File: src/rtl/decode_stage.sv
// RISC-V decode stage: registered decode bundle behind a
// two-entry skid buffer, with flush and illegal counting.
module decode_stage #(
  parameter int XLEN     = 32,
  parameter int ENABLE_M = 0,
  parameter int CNT_W    = 8
) (
  input  logic             clk,
  input  logic             reset,
  input  logic             flush,
  input  logic             in_valid,
  output logic             in_ready,
  input  logic [31:0]      instr,
  input  logic [XLEN-1:0]  pc_in,
  output logic             out_valid,
  input  logic             out_ready,
  output logic [XLEN-1:0]  pc_out,
  output logic [6:0]       opcode,
  output logic [2:0]       funct3,
  output logic [6:0]       funct7,
  output logic [4:0]       rd,
  output logic [4:0]       rs1,
  output logic [4:0]       rs2,
  output logic [XLEN-1:0]  imm_ext,
  output logic [1:0]       alu_op,
  output logic             illegal,
  output logic [CNT_W-1:0] illegal_count
);

  typedef struct packed {
    logic [XLEN-1:0] pc;
    logic [6:0]      opcode;
    logic [2:0]      funct3;
    logic [6:0]      funct7;
    logic [4:0]      rd;
    logic [4:0]      rs1;
    logic [4:0]      rs2;
    logic [XLEN-1:0] imm;
    logic [1:0]      alu_op;
    logic            illegal;
  } bundle_t;

  typedef enum logic [1:0] {
    EMPTY = 2'd0,
    ONE   = 2'd1,
    TWO   = 2'd2
  } state_t;

  localparam logic [6:0] OP_R     = 7'b0110011;
  localparam logic [6:0] OP_I     = 7'b0010011;
  localparam logic [6:0] OP_LD    = 7'b0000011;
  localparam logic [6:0] OP_ST    = 7'b0100011;
  localparam logic [6:0] OP_BR    = 7'b1100011;
  localparam logic [6:0] OP_JAL   = 7'b1101111;
  localparam logic [6:0] OP_JALR  = 7'b1100111;
  localparam logic [6:0] OP_LUI   = 7'b0110111;
  localparam logic [6:0] OP_AUIPC = 7'b0010111;

  localparam bit M_ON = (ENABLE_M != 0);
  localparam bit RV64 = (XLEN == 64);

  localparam logic [CNT_W-1:0] CNT_MAX = {CNT_W{1'b1}};

  logic [6:0] op;
  logic [2:0] f3;
  logic [6:0] f7;
  logic [4:0] rd_f;
  logic [4:0] rs1_f;
  logic [4:0] rs2_f;

  assign op    = instr[6:0];
  assign f3    = instr[14:12];
  assign f7    = instr[31:25];
  assign rd_f  = instr[11:7];
  assign rs1_f = instr[19:15];
  assign rs2_f = instr[24:20];

  logic signed [31:0] imm_i;
  logic signed [31:0] imm_s;
  logic signed [31:0] imm_b;
  logic signed [31:0] imm_j;
  logic signed [31:0] imm_u;

  assign imm_i = {{20{instr[31]}}, instr[31:20]};
  assign imm_s = {{20{instr[31]}}, instr[31:25], instr[11:7]};
  assign imm_b = {{19{instr[31]}}, instr[31], instr[7],
                  instr[30:25], instr[11:8], 1'b0};
  assign imm_j = {{11{instr[31]}}, instr[31], instr[19:12],
                  instr[20], instr[30:21], 1'b0};
  assign imm_u = {instr[31:12], 12'b0};

  logic r_ok;
  logic ilog_bad;
  logic ld_bad;
  logic st_bad;
  logic br_bad;

  assign r_ok = (f7 == 7'b0000000)
              || (f7 == 7'b0100000
                  && (f3 == 3'b000 || f3 == 3'b101))
              || (f7 == 7'b0000001 && M_ON);

  // RV64 shift encodings use a 6-bit shamt, so only RV32 is
  // restricted on the upper immediate bits.
  assign ilog_bad = !RV64
    && ((f3 == 3'b001 && f7 != 7'b0000000)
        || (f3 == 3'b101 && f7 != 7'b0000000
            && f7 != 7'b0100000));

  assign ld_bad = (f3 == 3'b111)
    || (!RV64 && (f3 == 3'b011 || f3 == 3'b110));

  assign st_bad = RV64 ? (f3 > 3'b011) : (f3 > 3'b010);

  assign br_bad = (f3 == 3'b010) || (f3 == 3'b011);

  bundle_t dec;
  logic    bad;

  // Combinational field decode of the incoming instruction.
  always_comb begin
    dec        = '0;
    bad        = 1'b0;
    dec.pc     = pc_in;
    dec.opcode = op;
    dec.alu_op = 2'b11;
    unique case (1'b1)
      op == OP_R: begin
        dec.funct3 = f3;
        dec.funct7 = f7;
        dec.rd     = rd_f;
        dec.rs1    = rs1_f;
        dec.rs2    = rs2_f;
        dec.alu_op = 2'b10;
        bad        = !r_ok;
      end
      op == OP_I: begin
        dec.funct3 = f3;
        dec.funct7 = f7;
        dec.rd     = rd_f;
        dec.rs1    = rs1_f;
        dec.imm    = XLEN'(imm_i);
        dec.alu_op = 2'b10;
        bad        = ilog_bad;
      end
      op == OP_LD: begin
        dec.funct3 = f3;
        dec.rd     = rd_f;
        dec.rs1    = rs1_f;
        dec.imm    = XLEN'(imm_i);
        dec.alu_op = 2'b00;
        bad        = ld_bad;
      end
      op == OP_ST: begin
        dec.funct3 = f3;
        dec.rs1    = rs1_f;
        dec.rs2    = rs2_f;
        dec.imm    = XLEN'(imm_s);
        dec.alu_op = 2'b00;
        bad        = st_bad;
      end
      op == OP_BR: begin
        dec.funct3 = f3;
        dec.rs1    = rs1_f;
        dec.rs2    = rs2_f;
        dec.imm    = XLEN'(imm_b);
        dec.alu_op = 2'b01;
        bad        = br_bad;
      end
      op == OP_JAL: begin
        dec.rd     = rd_f;
        dec.imm    = XLEN'(imm_j);
      end
      op == OP_JALR: begin
        dec.funct3 = f3;
        dec.rd     = rd_f;
        dec.rs1    = rs1_f;
        dec.imm    = XLEN'(imm_i);
        dec.alu_op = 2'b00;
        bad        = (f3 != 3'b000);
      end
      op == OP_LUI,
      op == OP_AUIPC: begin
        dec.rd     = rd_f;
        dec.imm    = XLEN'(imm_u);
        dec.alu_op = 2'b00;
      end
      default: bad = 1'b1;
    endcase
    if (instr[1:0] != 2'b11) bad = 1'b1;
    if (bad) dec.alu_op = 2'b11;
    dec.illegal = bad;
  end

  state_t  state_q;
  state_t  state_d;
  bundle_t a_q;
  bundle_t b_q;
  logic    in_ready_q;
  logic    accept;
  logic    present;
  logic    load_a;
  logic    load_b;
  logic    shift;

  assign out_valid = (state_q != EMPTY);
  assign in_ready  = in_ready_q;
  assign accept    = in_valid && in_ready_q && !flush;
  assign present   = out_valid && out_ready;

  // Skid buffer occupancy and entry load selects.
  always_comb begin
    state_d = state_q;
    load_a  = 1'b0;
    load_b  = 1'b0;
    shift   = 1'b0;
    if (flush) begin
      state_d = EMPTY;
    end else begin
      unique case (state_q)
        EMPTY: begin
          if (accept) begin
            state_d = ONE;
            load_a  = 1'b1;
          end
        end
        ONE: begin
          if (accept && !present) begin
            state_d = TWO;
            load_b  = 1'b1;
          end else if (accept) begin
            load_a  = 1'b1;
          end else if (present) begin
            state_d = EMPTY;
          end
        end
        TWO: begin
          if (present) begin
            state_d = ONE;
            shift   = 1'b1;
          end
        end
        default: state_d = EMPTY;
      endcase
    end
  end

  // State register; in_ready looks ahead at the next state.
  always_ff @(posedge clk) begin
    if (!reset) begin
      state_q    <= EMPTY;
      in_ready_q <= 1'b0;
    end else begin
      state_q    <= state_d;
      in_ready_q <= (state_d != TWO);
    end
  end

  // Output entry A and skid entry B.
  always_ff @(posedge clk) begin
    if (!reset) begin
      a_q <= '0;
      b_q <= '0;
    end else begin
      if (load_a) a_q <= dec;
      else if (shift) a_q <= b_q;
      if (load_b) b_q <= dec;
    end
  end

  logic [CNT_W-1:0] cnt_q;

  // Saturating count of accepted illegal instructions.
  always_ff @(posedge clk) begin
    if (!reset) begin
      cnt_q <= '0;
    end else if (accept && dec.illegal
                 && cnt_q != CNT_MAX) begin
      cnt_q <= cnt_q + CNT_W'(1);
    end
  end

  assign pc_out        = a_q.pc;
  assign opcode        = a_q.opcode;
  assign funct3        = a_q.funct3;
  assign funct7        = a_q.funct7;
  assign rd            = a_q.rd;
  assign rs1           = a_q.rs1;
  assign rs2           = a_q.rs2;
  assign imm_ext       = a_q.imm;
  assign alu_op        = a_q.alu_op;
  assign illegal       = a_q.illegal;
  assign illegal_count = cnt_q;

endmodule
File: config.mk
export PLATFORM = sky130hd
export DESIGN_NAME = decode_stage
export DESIGN_NICKNAME = d
export VERILOG_FILES = /design/src/rtl/decode_stage.sv
export SDC_FILE = /design/constraint.sdc
export NUM_CORES = 1
export LEC_CHECK = 0
export ABC_AREA = 1
export BUFFER_PORTS_ARGS = -buffer_cell sky130_fd_sc_hd__buf_4
export CAP_MARGIN = 20
export CORE_UTILIZATION = 40
export DETAILED_ROUTE_END_ITERATION = 10
export GPL_TIMING_DRIVEN = 0
export SYNTH_ARGS = -nofsm -noshare
export SYNTH_HDL_FRONTEND = slang
export SYNTH_SLANG_ARGS = --single-unit
File: constraint.sdc
create_clock -name clk -period 2.05 [get_ports clk]
set_input_delay 0.41 -clock clk [delete_from_list [all_inputs] [get_ports clk]]
set_output_delay 0.41 -clock clk [all_outputs]
set_load 0.01 [all_outputs]
==> metrics.yaml, run 1 <==
finish:
  final_util_pct: 52.4
  final_area_um2: 11500
  area_growth_pct: 27.8
  drive_above_1_share_pct: 21.1
  register_area_um2: 4180
  nNetsFinal: 1471
  n_fill_cell: 2155
  num_antenna_cells: 0
  multi_input_area_um2: 3880
power:
  leakagePower_uw: 0.00510
  clockPowerShare_pct: 46.2
  peakVddDrop_mv: 0.550
  power_frac_comb_pct: 8.7
  power.share.sequential_pct: 45.1
  power.density_nw_per_um2: 813
  swShare_pct: 24.0
  netSwitchingPower_uw: 2250
  p_int_uw: 7110
status:
  violations: "design-rule violations"
  status: "complete, but fails checks"
sta:
  period_share_pct: 95.0
  rsz0062_at_grt: "no"
  drv_slew: 0
  timing.final.hold_violations: 0
  clock.fmax_mhz: 513
  worstMarginPinSlew_ns: 0.665
  timing.final.crit_period_ns: 1.95
  hold-worst-slack_ns: 0.150
  finClkSkew_ns: 0.00770
  slew_headroom_pct: 55.6
  setup-violations-final: 0
floorplanning:
  core-area_um2: 22000
  rows: 54
  ioPinCount: 178
  start_util_pct: 41.0
  die-area_um2: 23100
  die_h_um: 152
  die_w_um: 152
logic_synthesis:
  netlist_top_cells_count: "dfxtp_1, nand2_1, a21oi_1"
  syn_inst: 1197
  synth_area_leaders: "dfxtp_1, a21oi_1, o21ai_0"
  synth_top_area_cell: "dfxtp_1"
  ys_seq_area_share_pct: 46.5
  ys_warn_count: 0
  post-synth-top-count-cell: "dfxtp_1"
  synth_area_per_cell_um2: 7.52
  ys_seq_elements: 209
  synth_edf_count: 0
  synth_ff_type: "dfxtp_1"
  yosys.area.top_type_share_pct: 46.5
  netlist_area_um2: 9000
  syn-num-nets: 1267
  synth_cell_type_count: 34
  ys_async_sr_fraction_pct: 0
routing:
  drc: 19
  num_vias: 8862
  drt_iter0_drc: 735
  wl_mm: 30.0
  viasPerCell: 5.22
  wl_per_cell_um: 17.6
  drtAntennaViolNets: 0
  detailedRoute.firstPassIterationCount: 8
setup_path:
  required_ns: 2.44
  crit_arrival_ns: 2.34
  setup.worst_path.end_class: "register"
  reg2regPathDepth: 7
  worstSetupPathType: "reg2reg"
  worst_setup_path_start_kind: "register"
  cp_max_fo: 10
global_route:
  grt_pass1_wl_mm: 47.0
  grt_util_all_layers_pct: 25.8
  grt_antenna_before_repair: 0
  grt_pass1_vias: 8490
  grt_start_max_net_pins: 13
  overflow: 0
flow_run:
  drv_cap: 0
clocking:
  cts_root_buffer: "clkbuf_16"
  cts_tree: "done"
  clock_path_buffers: 3
  clk_pin_slew_ns: 0.06
  clock_latency_ns: 0.52
  cts_buffers: 24
  cts.sinks: 209
  htreeDepth: 1
min_path:
  whs_path_depth: 3
  min_path_type: "in2reg"
place:
  hpwl_mm: 22.0
  place_congestion: 0.954
  numPortBuffers: 175
  place_area_um2: 10700
-- cell usage in the layout (no fill, tap or decap), types with 2 or more instances in the layout --
cell type   Yosys  final
dfxtp_1       209    209
buf_4           0    178
nand2_1       155    155
a21oi_1       153    153
inv_1         142    142
nor2_1        139    139
o21ai_0       125    125
clkbuf_1       50     50
a221oi_1       48     48
nand3_1        42     42
buf_2          32     31
o211ai_1       25     25
clkbuf_16       0     25
o21ai_2        12     12
inv_2          10     10
a211oi_1       10     10
clkbuf_8        0      7
clkbuf_2        0      6
nand2_2         5      5
xor2_1          5      5
nor2_4          4      4
a22oi_1         4      4
nand4_1         3      3
nor2_2          3      3
nand2_4         3      3
nor3_1          3      3
clkinv_2        0      3
nand3_2         2      2
nand3_4         2      2
o22ai_1         2      2
clkinvlp_4      0      2
-- power by group through the flow --
| stage | sequential, µW | clock, µW | combinational [µW] |
|---|---|---|---|
| 2_1_floorplan | 4330 | 0 | 350 |
| 3_3_place_gp | 4300 | 0 | 798 |
| 3_5_place_dp | 4300 | 0 | 800 |
| 4_1_cts | 4220 | 4390 | 804 |
| 5_1_grt | 4230 | 4570 | 882 |
| 6_report | 4220 | 4320 | 811 |
-- layout make-up --
type	instances	area share, %
clock buffer	38	6.48
timing repair buffer	178	11.6
clock inverter	6	0.522
multi-input combinational	753	33.8
sequential	209	36.4
buffer	83	3.21
tap	280	3.05
inverter	152	4.96
-- what timing repair did --
item,CTS,global route
hold buffers,0,0
resized for setup,0,13
buffers inserted,0,3
setup endpoints to repair,0,49
-- flip-flops by register name, indices dropped and copies added (netlist names) --
signal / cells
b_q: 99
imm_ext: 32
pc_out: 32
illegal_count: 8
funct7: 7
opcode: 7
rd: 5
rs1: 5
rs2: 5
funct3: 3
alu_op: 2
state_q: 2
illegal: 1
in_ready: 1
-- cells by family (layout without fill, tap and decap cells) --
kind of cell / after synthesis / in the layout / share of synthesized area, %
AOI/OAI and AO/OA: 382 / 382 / 24.9
and+or+nand+nor: 364 / 364 / 17.5
buffers and inverters: 235 / 457 / 10.3
DFF: 209 / 209 / 46.5
xor gates and xnor gates: 6 / 6 / 0.584
adders and majority gates: 1 / 1 / 0.139
-- per-stage QoR --
step,setup TNS [ns],setup slack [ns],cells,total power [µW]
global route,0,0.00874,1699,9670
finish,0,0.102,1699,9350
floorplan,0,0.423,1197,4680
global placement,-13.10,-0.366,1652,5100
CTS,0,0.0269,1696,9410
detailed placement,-13.47,-0.391,1652,5100
-- per-layer routing --
layer,wire [µm],global-route usage (%)
met5,0,0
met4,881,8.99
met3,2210,4.45
met2,13600,41.2
met1,13300,35.1
-- worst paths after layout --
| check | end | slack [ns] | from |
|---|---|---|---|
| setup / recovery | opcode[3]$_SDFFE_PN0P_ | 0.10 | state_q[1]$_SDFF_PN0_ |
| hold / removal | pc_out[14]$_SDFFE_PN0P_ | 0.15 | pc_in[14] |
| setup reg to reg | opcode[3]$_SDFFE_PN0P_ | 0.10 | state_q[1]$_SDFF_PN0_ |
| hold reg to reg | b_q[95]$_SDFFE_PN0P_ | 0.45 | b_q[95]$_SDFFE_PN0P_ |
-- critical path, cell delays in order (launching register included) --
cell and delay (ns):
dfxtp_1 0.41, nand3_1 0.17, nor2_4 0.27, inv_2 0.15, buf_2 0.24, clkbuf_2 0.24, o21ai_0 0.25, a21oi_1 0.10
Power figures use the tool's default switching activity.
==> run 2, diff against run 1 <==
--- a/config.mk
+++ b/config.mk
@@ -8,9 +8,11 @@
 export ABC_AREA = 1
 export BUFFER_PORTS_ARGS = -buffer_cell sky130_fd_sc_hd__buf_4
 export CAP_MARGIN = 20
+export CORE_MARGIN = 2
 export CORE_UTILIZATION = 40
 export DETAILED_ROUTE_END_ITERATION = 10
 export GPL_TIMING_DRIVEN = 0
+export SETUP_SLACK_MARGIN = 0.3
 export SYNTH_ARGS = -nofsm -noshare
 export SYNTH_HDL_FRONTEND = slang
 export SYNTH_SLANG_ARGS = --single-unit
==> metrics.yaml, run 2 (synthesized netlist as in run 1, its figures left out) <==
status:
  status: "finished, final reports clean"
finish:
  drive_above_1_share_pct: 23.9
  final_util_pct: 53.2
  final_common_cell: "dfxtp_1"
  largest_register_ff_count: 99
  area_growth_pct: 29.8
  n_fill_cell: 2190
  most-common-layout-cells: "dfxtp_1, buf_4, nand2_1"
  top_register: "b_q"
  nNetsFinal: 1477
  num_antenna_cells: 0
clocking:
  clk_pin_slew_ns: 0.06
  cts_hold_buf: 0
  htreeDepth: 1
  cts_buffers: 24
  cts_root_buffer: "clkbuf_16"
  clock_path_buffers: 3
  cts_tree: "done"
  cts.sinks: 209
  clock_latency_ns: 0.53
global_route:
  grt_antenna_before_repair: 0
  grt_pass1_wl_mm: 47.2
  grt_pass1_vias: 8600
  grt_start_max_net_pins: 14
  grt_util_all_layers_pct: 25.1
  overflow: 0
power:
  power.share.sequential_pct: 45.0
  power_frac_comb_pct: 8.9
  clockPowerShare_pct: 46.2
  leakagePower_uw: 0.00520
  swShare_pct: 24.6
  p_int_uw: 7070
  netSwitchingPower_uw: 2300
  peakVddDrop_mv: 0.497
  power.density_nw_per_um2: 803
sta:
  hold-worst-slack_ns: 0.143
  timing.final.crit_period_ns: 1.68
  setup-violations-final: 0
  period_share_pct: 81.8
  worstMarginPinSlew_ns: 0.695
  slew_headroom_pct: 53.3
  timing.final.hold_violations: 0
  drv_slew: 0
  clock.fmax_mhz: 596
  finClkSkew_ns: 0.00790
  rsz0062_at_grt: "no"
routing:
  drt_iter0_drc: 702
  num_vias: 8948
  viasPerCell: 5.25
  drtAntennaViolNets: 0
  drc: 0
  wl_per_cell_um: 17.7
  wl_mm: 30.2
  detailedRoute.firstPassIterationCount: 5
setup_path:
  setup.worst_path.end_class: "register"
  crit_arrival_ns: 2.10
  cp_max_fo: 8
  worstSetupPathType: "reg2reg"
  worstSetupStartpoint: "state_q[0]$_SDFF_PN0_"
  worst_setup_path_start_kind: "register"
  r2r_start: "state_q[0]$_SDFF_PN0_"
  required_ns: 2.48
floorplanning:
  start_util_pct: 41.0
  ioPinCount: 178
  die-area_um2: 23700
  die_h_um: 154
  rows: 54
  core-area_um2: 22000
  die_w_um: 154
min_path:
  min_path_type: "in2reg"
  hp-start: "pc_in[15]"
place:
  numPortBuffers: 175
  hpwl_mm: 22.0
  place_congestion: 0.967
flow_run:
  drv_cap: 0
## run 2: final cells by class
| type | count | area (µm²) | share of cell area, % |
|---|---|---|---|
| Sequential cell | 209 | 4190 | 35.9 |
| Multi-Input combinational cell | 754 | 3950 | 33.8 |
| Timing Repair Buffer | 183 | 1380 | 11.8 |
| Clock buffer | 33 | 674 | 5.78 |
| Inverter | 152 | 579 | 4.96 |
| Buffer | 83 | 427 | 3.65 |
| Tap cell | 280 | 350 | 3.00 |
| Clock inverter | 11 | 125 | 1.07 |
## run 2: layer usage
metal	track usage (%)	part of all wire [%]	vias to the layer above
li1	-	-	4418
met1	35.0	45	4172
met2	40.1	46	310
met3	4.11	6.7	48
met4	7.34	2.4	0
met5	0	0	-
## run 2: worst max-delay path, stage by stage, from the launching register on
cell and delay, ns:
dfxtp_2 0.35, inv_4 0.05, nor2_4 0.14, nor3_4 0.08
buf_6 0.12, nor2_4 0.26, clkinvlp_4 0.27, o21ai_2 0.17
inv_1 0.05, nand2_1 0.05, inv_1 0.04
## run 2: power by group through the flow
stage	sequential (µW)	combinational, µW	clock, µW
finish	4220	831	4330
global route	4230	908	4580
CTS	4220	813	4380
detailed placement	4300	802	0
global placement	4310	799	0
floorplan	4330	350	0
## run 2: repair_timing
item                                    in CTS  in global routing
pin swaps                                    2                  7
endpoints found under the setup margin     137                183
resized for setup                           24                 54
endpoints found under the hold margin        0                  0
gates cloned                                 0                  1
buffers inserted                             4                  4
## run 2: through the flow
| step | setup slack (ns) | power [µW] | cells | setup TNS, ns | instance area, µm² |
|---|---|---|---|---|---|
| after floorplan | 0.423 | 4680 | 1197 | 0 | 9000 |
| after global placement | -0.388 | 5100 | 1652 | -11.74 | 10700 |
| after detailed placement | -0.355 | 5110 | 1652 | -12.18 | 10700 |
| after CTS | 0.303 | 9400 | 1700 | 0 | 11500 |
| after global routing | 0.259 | 9710 | 1705 | 0 | 11700 |
| final | 0.373 | 9380 | 1705 | 0 | 11700 |
## run 2: final timing paths
path / endpoint / slack [ns] / cells after the start
worst min register to register: b_q[78]$_SDFFE_PN0P_ / 0.45 / 2
worst max register to register: alu_op[0]$_SDFFE_PN0P_ / 0.37 / 10
worst max-delay path: alu_op[0]$_SDFFE_PN0P_ / 0.37 / 10
worst min-delay path: pc_out[15]$_SDFFE_PN0P_ / 0.14 / 3
==> run 3, diff against run 2 <==
--- a/config.mk
+++ b/config.mk
@@ -5,7 +5,7 @@
 export SDC_FILE = /design/constraint.sdc
 export NUM_CORES = 1
 export LEC_CHECK = 0
-export ABC_AREA = 1
+export ABC_AREA = 0
 export BUFFER_PORTS_ARGS = -buffer_cell sky130_fd_sc_hd__buf_4
 export CAP_MARGIN = 20
 export CORE_MARGIN = 2
==> constraint.sdc (replaced) <==
create_clock -name clk -period 1.5 [get_ports clk]
set_input_delay 0.3 -clock clk [delete_from_list [all_inputs] [get_ports clk]]
set_output_delay 0.3 -clock clk [all_outputs]
set_load 0.01 [all_outputs]
==> metrics.yaml, run 3 <==
status:
  status: "complete, but fails checks"
  violations: "negative setup slack"
floorplanning:
  core-area_um2: 21800
  die-area_um2: 23500
  die_w_um: 153
  rows: 54
  ioPinCount: 178
  die_h_um: 153
  start_util_pct: 40.8
setup_path:
  worst_setup_path_start_kind: "register"
  crit_top_cell: "buf_8"
  r2r_start: "state_q[1]$_SDFF_PN0_"
  worstSetupStartpoint: "state_q[1]$_SDFF_PN0_"
  setup.worst_path.end_class: "register"
  path_cells: "buf_8, nand2b_4, or4_4, buf_8, clkbuf_16, a211oi_2, nor3_1"
  max_stage_delay_ns: 0.46
  crit_buf_inv: 3
  critPathTopFamily: "simple AND/OR/NAND/NOR gates"
  required_ns: 1.86
  crit_arrival_ns: 2.11
  crit_slowest_cell: "or4_4"
  worstSetupPathType: "reg2reg"
  cp_max_fo: 7
power:
  power_uw: 12800
  power.density_nw_per_um2: 855
  peakVddDrop_mv: 0.677
  leakagePower_uw: 0.00529
clocking:
  cts_root_buffer: "clkbuf_16"
  clock_path_buffers: 3
  cts_tree: "done"
  cts_buffers: 23
  clk_pin_slew_ns: 0.06
  htreeDepth: 1
  cts_hold_buf: 0
  clock_latency_ns: 0.51
  cts.sinks: 209
finish:
  n_fill_cell: 1778
  multi_input_area_um2: 5780
  register_area_um2: 4310
  most-common-layout-cells: "buf_4, dfxtp_1, nand2_1"
  area_growth_pct: 67.4
  final_area_um2: 14900
  top_register: "b_q"
  final_common_cell: "buf_4"
  largest_register_ff_count: 99
  num_antenna_cells: 0
  nNetsFinal: 1388
  drive_above_1_share_pct: 54.4
global_route:
  grt_pass1_vias: 8326
  grt_start_max_net_pins: 13
  overflow: 0
  grt_util_all_layers_pct: 26.0
  grt_pass1_wl_mm: 48.9
  grt_antenna_before_repair: 0
sta:
  period_share_pct: 117
  drv_slew: 0
  finClkSkew_ns: 0.0139
  setup-violations-final: 207
  tns_ns: -29.33
  timing.final.hold_violations: 0
  setup_ws_ns: -0.254
  hold-worst-slack_ns: 0.0294
  slew_headroom_pct: 37.8
  clock.fmax_mhz: 570
  timing.final.crit_period_ns: 1.75
  worstMarginPinSlew_ns: 0.934
  rsz0062_at_grt: "yes"
logic_synthesis:
  synth_top_area_cell: "dfxtp_1"
  synth_ff_type: "dfxtp_1"
  ys_seq_area_share_pct: 47.0
  synth.area.mux_share_pct: 5.65
  ys_warn_count: 0
  ys_seq_elements: 209
  yosys.area_share.simple_pct: 17.8
  netlist_area_um2: 8910
  synth_area_leaders: "dfxtp_1, a211oi_1, a21oi_1"
  synth_area_per_cell_um2: 8.55
  ys_async_sr_fraction_pct: 0
  yosys.area.top_type_share_pct: 47.0
  synth_edf_count: 0
  syn-num-nets: 1112
  yosys.area_share.adder_pct: 0.140
  synth_xor_area_share_pct: 0.197
  synth_cell_type_count: 52
  netlist_top_cells_count: "dfxtp_1, nand2_1, a21oi_1"
  synth_top_family_by_area: "compound AO/OA/AOI/OAI gates"
  synth_compound_area_share_pct: 24.2
  syn_inst: 1042
  post-synth-top-count-cell: "dfxtp_1"
place:
  hpwl_mm: 21.8
  place_area_um2: 11600
  numPortBuffers: 173
  place_congestion: 0.858
routing:
  drt_iter0_drc: 643
  num_vias: 9111
  viasPerCell: 5.65
  wl_mm: 33.9
  detailedRoute.firstPassIterationCount: 5
  wl_per_cell_um: 21.0
  drtAntennaViolNets: 0
  drc: 0
min_path:
  min_path_type: "in2reg"
  hp-start: "flush"
flow_run:
  drv_cap: 0
==> run 3: changes by cell type after synthesis, sizes merged, moves of 9 or more <==
| cell | before | now |
|---|---|---|
| a31oi | 1 | 10 |
| a22oi | 4 | 39 |
| a211oi | 10 | 113 |
| nand2b | 0 | 15 |
| nor2b | 0 | 26 |
| nand3 | 46 | 36 |
| mux2i | 0 | 48 |
| nor2 | 146 | 54 |
| o21ai | 138 | 9 |
| inv | 152 | 4 |
| o211ai | 25 | 1 |
| clkbuf | 50 | 69 |
| a221oi | 48 | 0 |
==> run 3: logic make-up after synthesis <==
kind of cell / after synthesis
AO/OA/AOI/OAI: 335
flip-flops: 209
XOR/XNOR: 2
adder cells (fa/ha/maj): 1
buffers and inverters: 104
multiplexers: 50
AND/OR/NAND/NOR: 341
==> run 3: worst paths after layout <==
| path | endpoint | slack [ns] | cells past startpoint |
|---|---|---|---|
| worst max register to register | b_q[19]$_SDFFE_PN0P_ | -0.25 | 7 |
| worst min-delay path | state_q[0]$_SDFF_PN0_ | 0.03 | 2 |
| worst max-delay path | b_q[19]$_SDFFE_PN0P_ | -0.25 | 7 |
| worst min register to register | b_q[95]$_SDFFE_PN0P_ | 0.46 | 2 |
==> run 3: stage by stage <==
step / setup slack, ns / utilization, % / instances
CTS: -0.227 / 59.9 / 1569
global route: -0.275 / 68.3 / 1612
global placement: -0.846 / 53.0 / 1495
finish: -0.254 / 68.3 / 1612
floorplan: -0.396 / - / 1042
detailed placement: -0.867 / 53.0 / 1495
==> run 3: cell type report <==
type                            instances  area share (%)
Buffer                                100            8.39
Clock buffer                           36            4.52
Clock inverter                          3           0.134
Inverter                                4           0.101
Multi-Input combinational cell        729            38.7
Sequential cell                       209            28.9
Tap cell                              280            2.35
Timing Repair Buffer                  251            16.9
==> run 3: worst register-to-register path, cell delays in order, from the launching register on <==
cell and delay (ns):
dfxtp_2 0.32, buf_8 0.12, nand2b_4 0.15, or4_4 0.46, buf_8 0.17, clkbuf_16 0.17
a211oi_2 0.15, nor3_1 0.07
==> run 3: per-layer routing <==
metal  share of wire [%]  global-route usage [%]  vias up
met5                   0                       0        -
met4                 2.7                    6.44        0
met3                 6.7                    3.74       62
met2                  47                    41.1      317
met1                  44                    37.3     4425
li1                    -                       -     4307
==> run 3: repair_timing <==
item	in CTS	in global routing
gates resized for setup	88	428
hold endpoints to repair	0	0
pin swaps	26	80
cloned	11	11
setup buffers	24	32
endpoints found under the setup margin	317	317
==> run 3: power by group <==
part	leakage, µW	internal (µW)	switching, µW
clock	0.000333	3070	2300
sequential	0.00173	5660	96.0
combinational	0.00323	762	866
total	0.00529	9490	3260
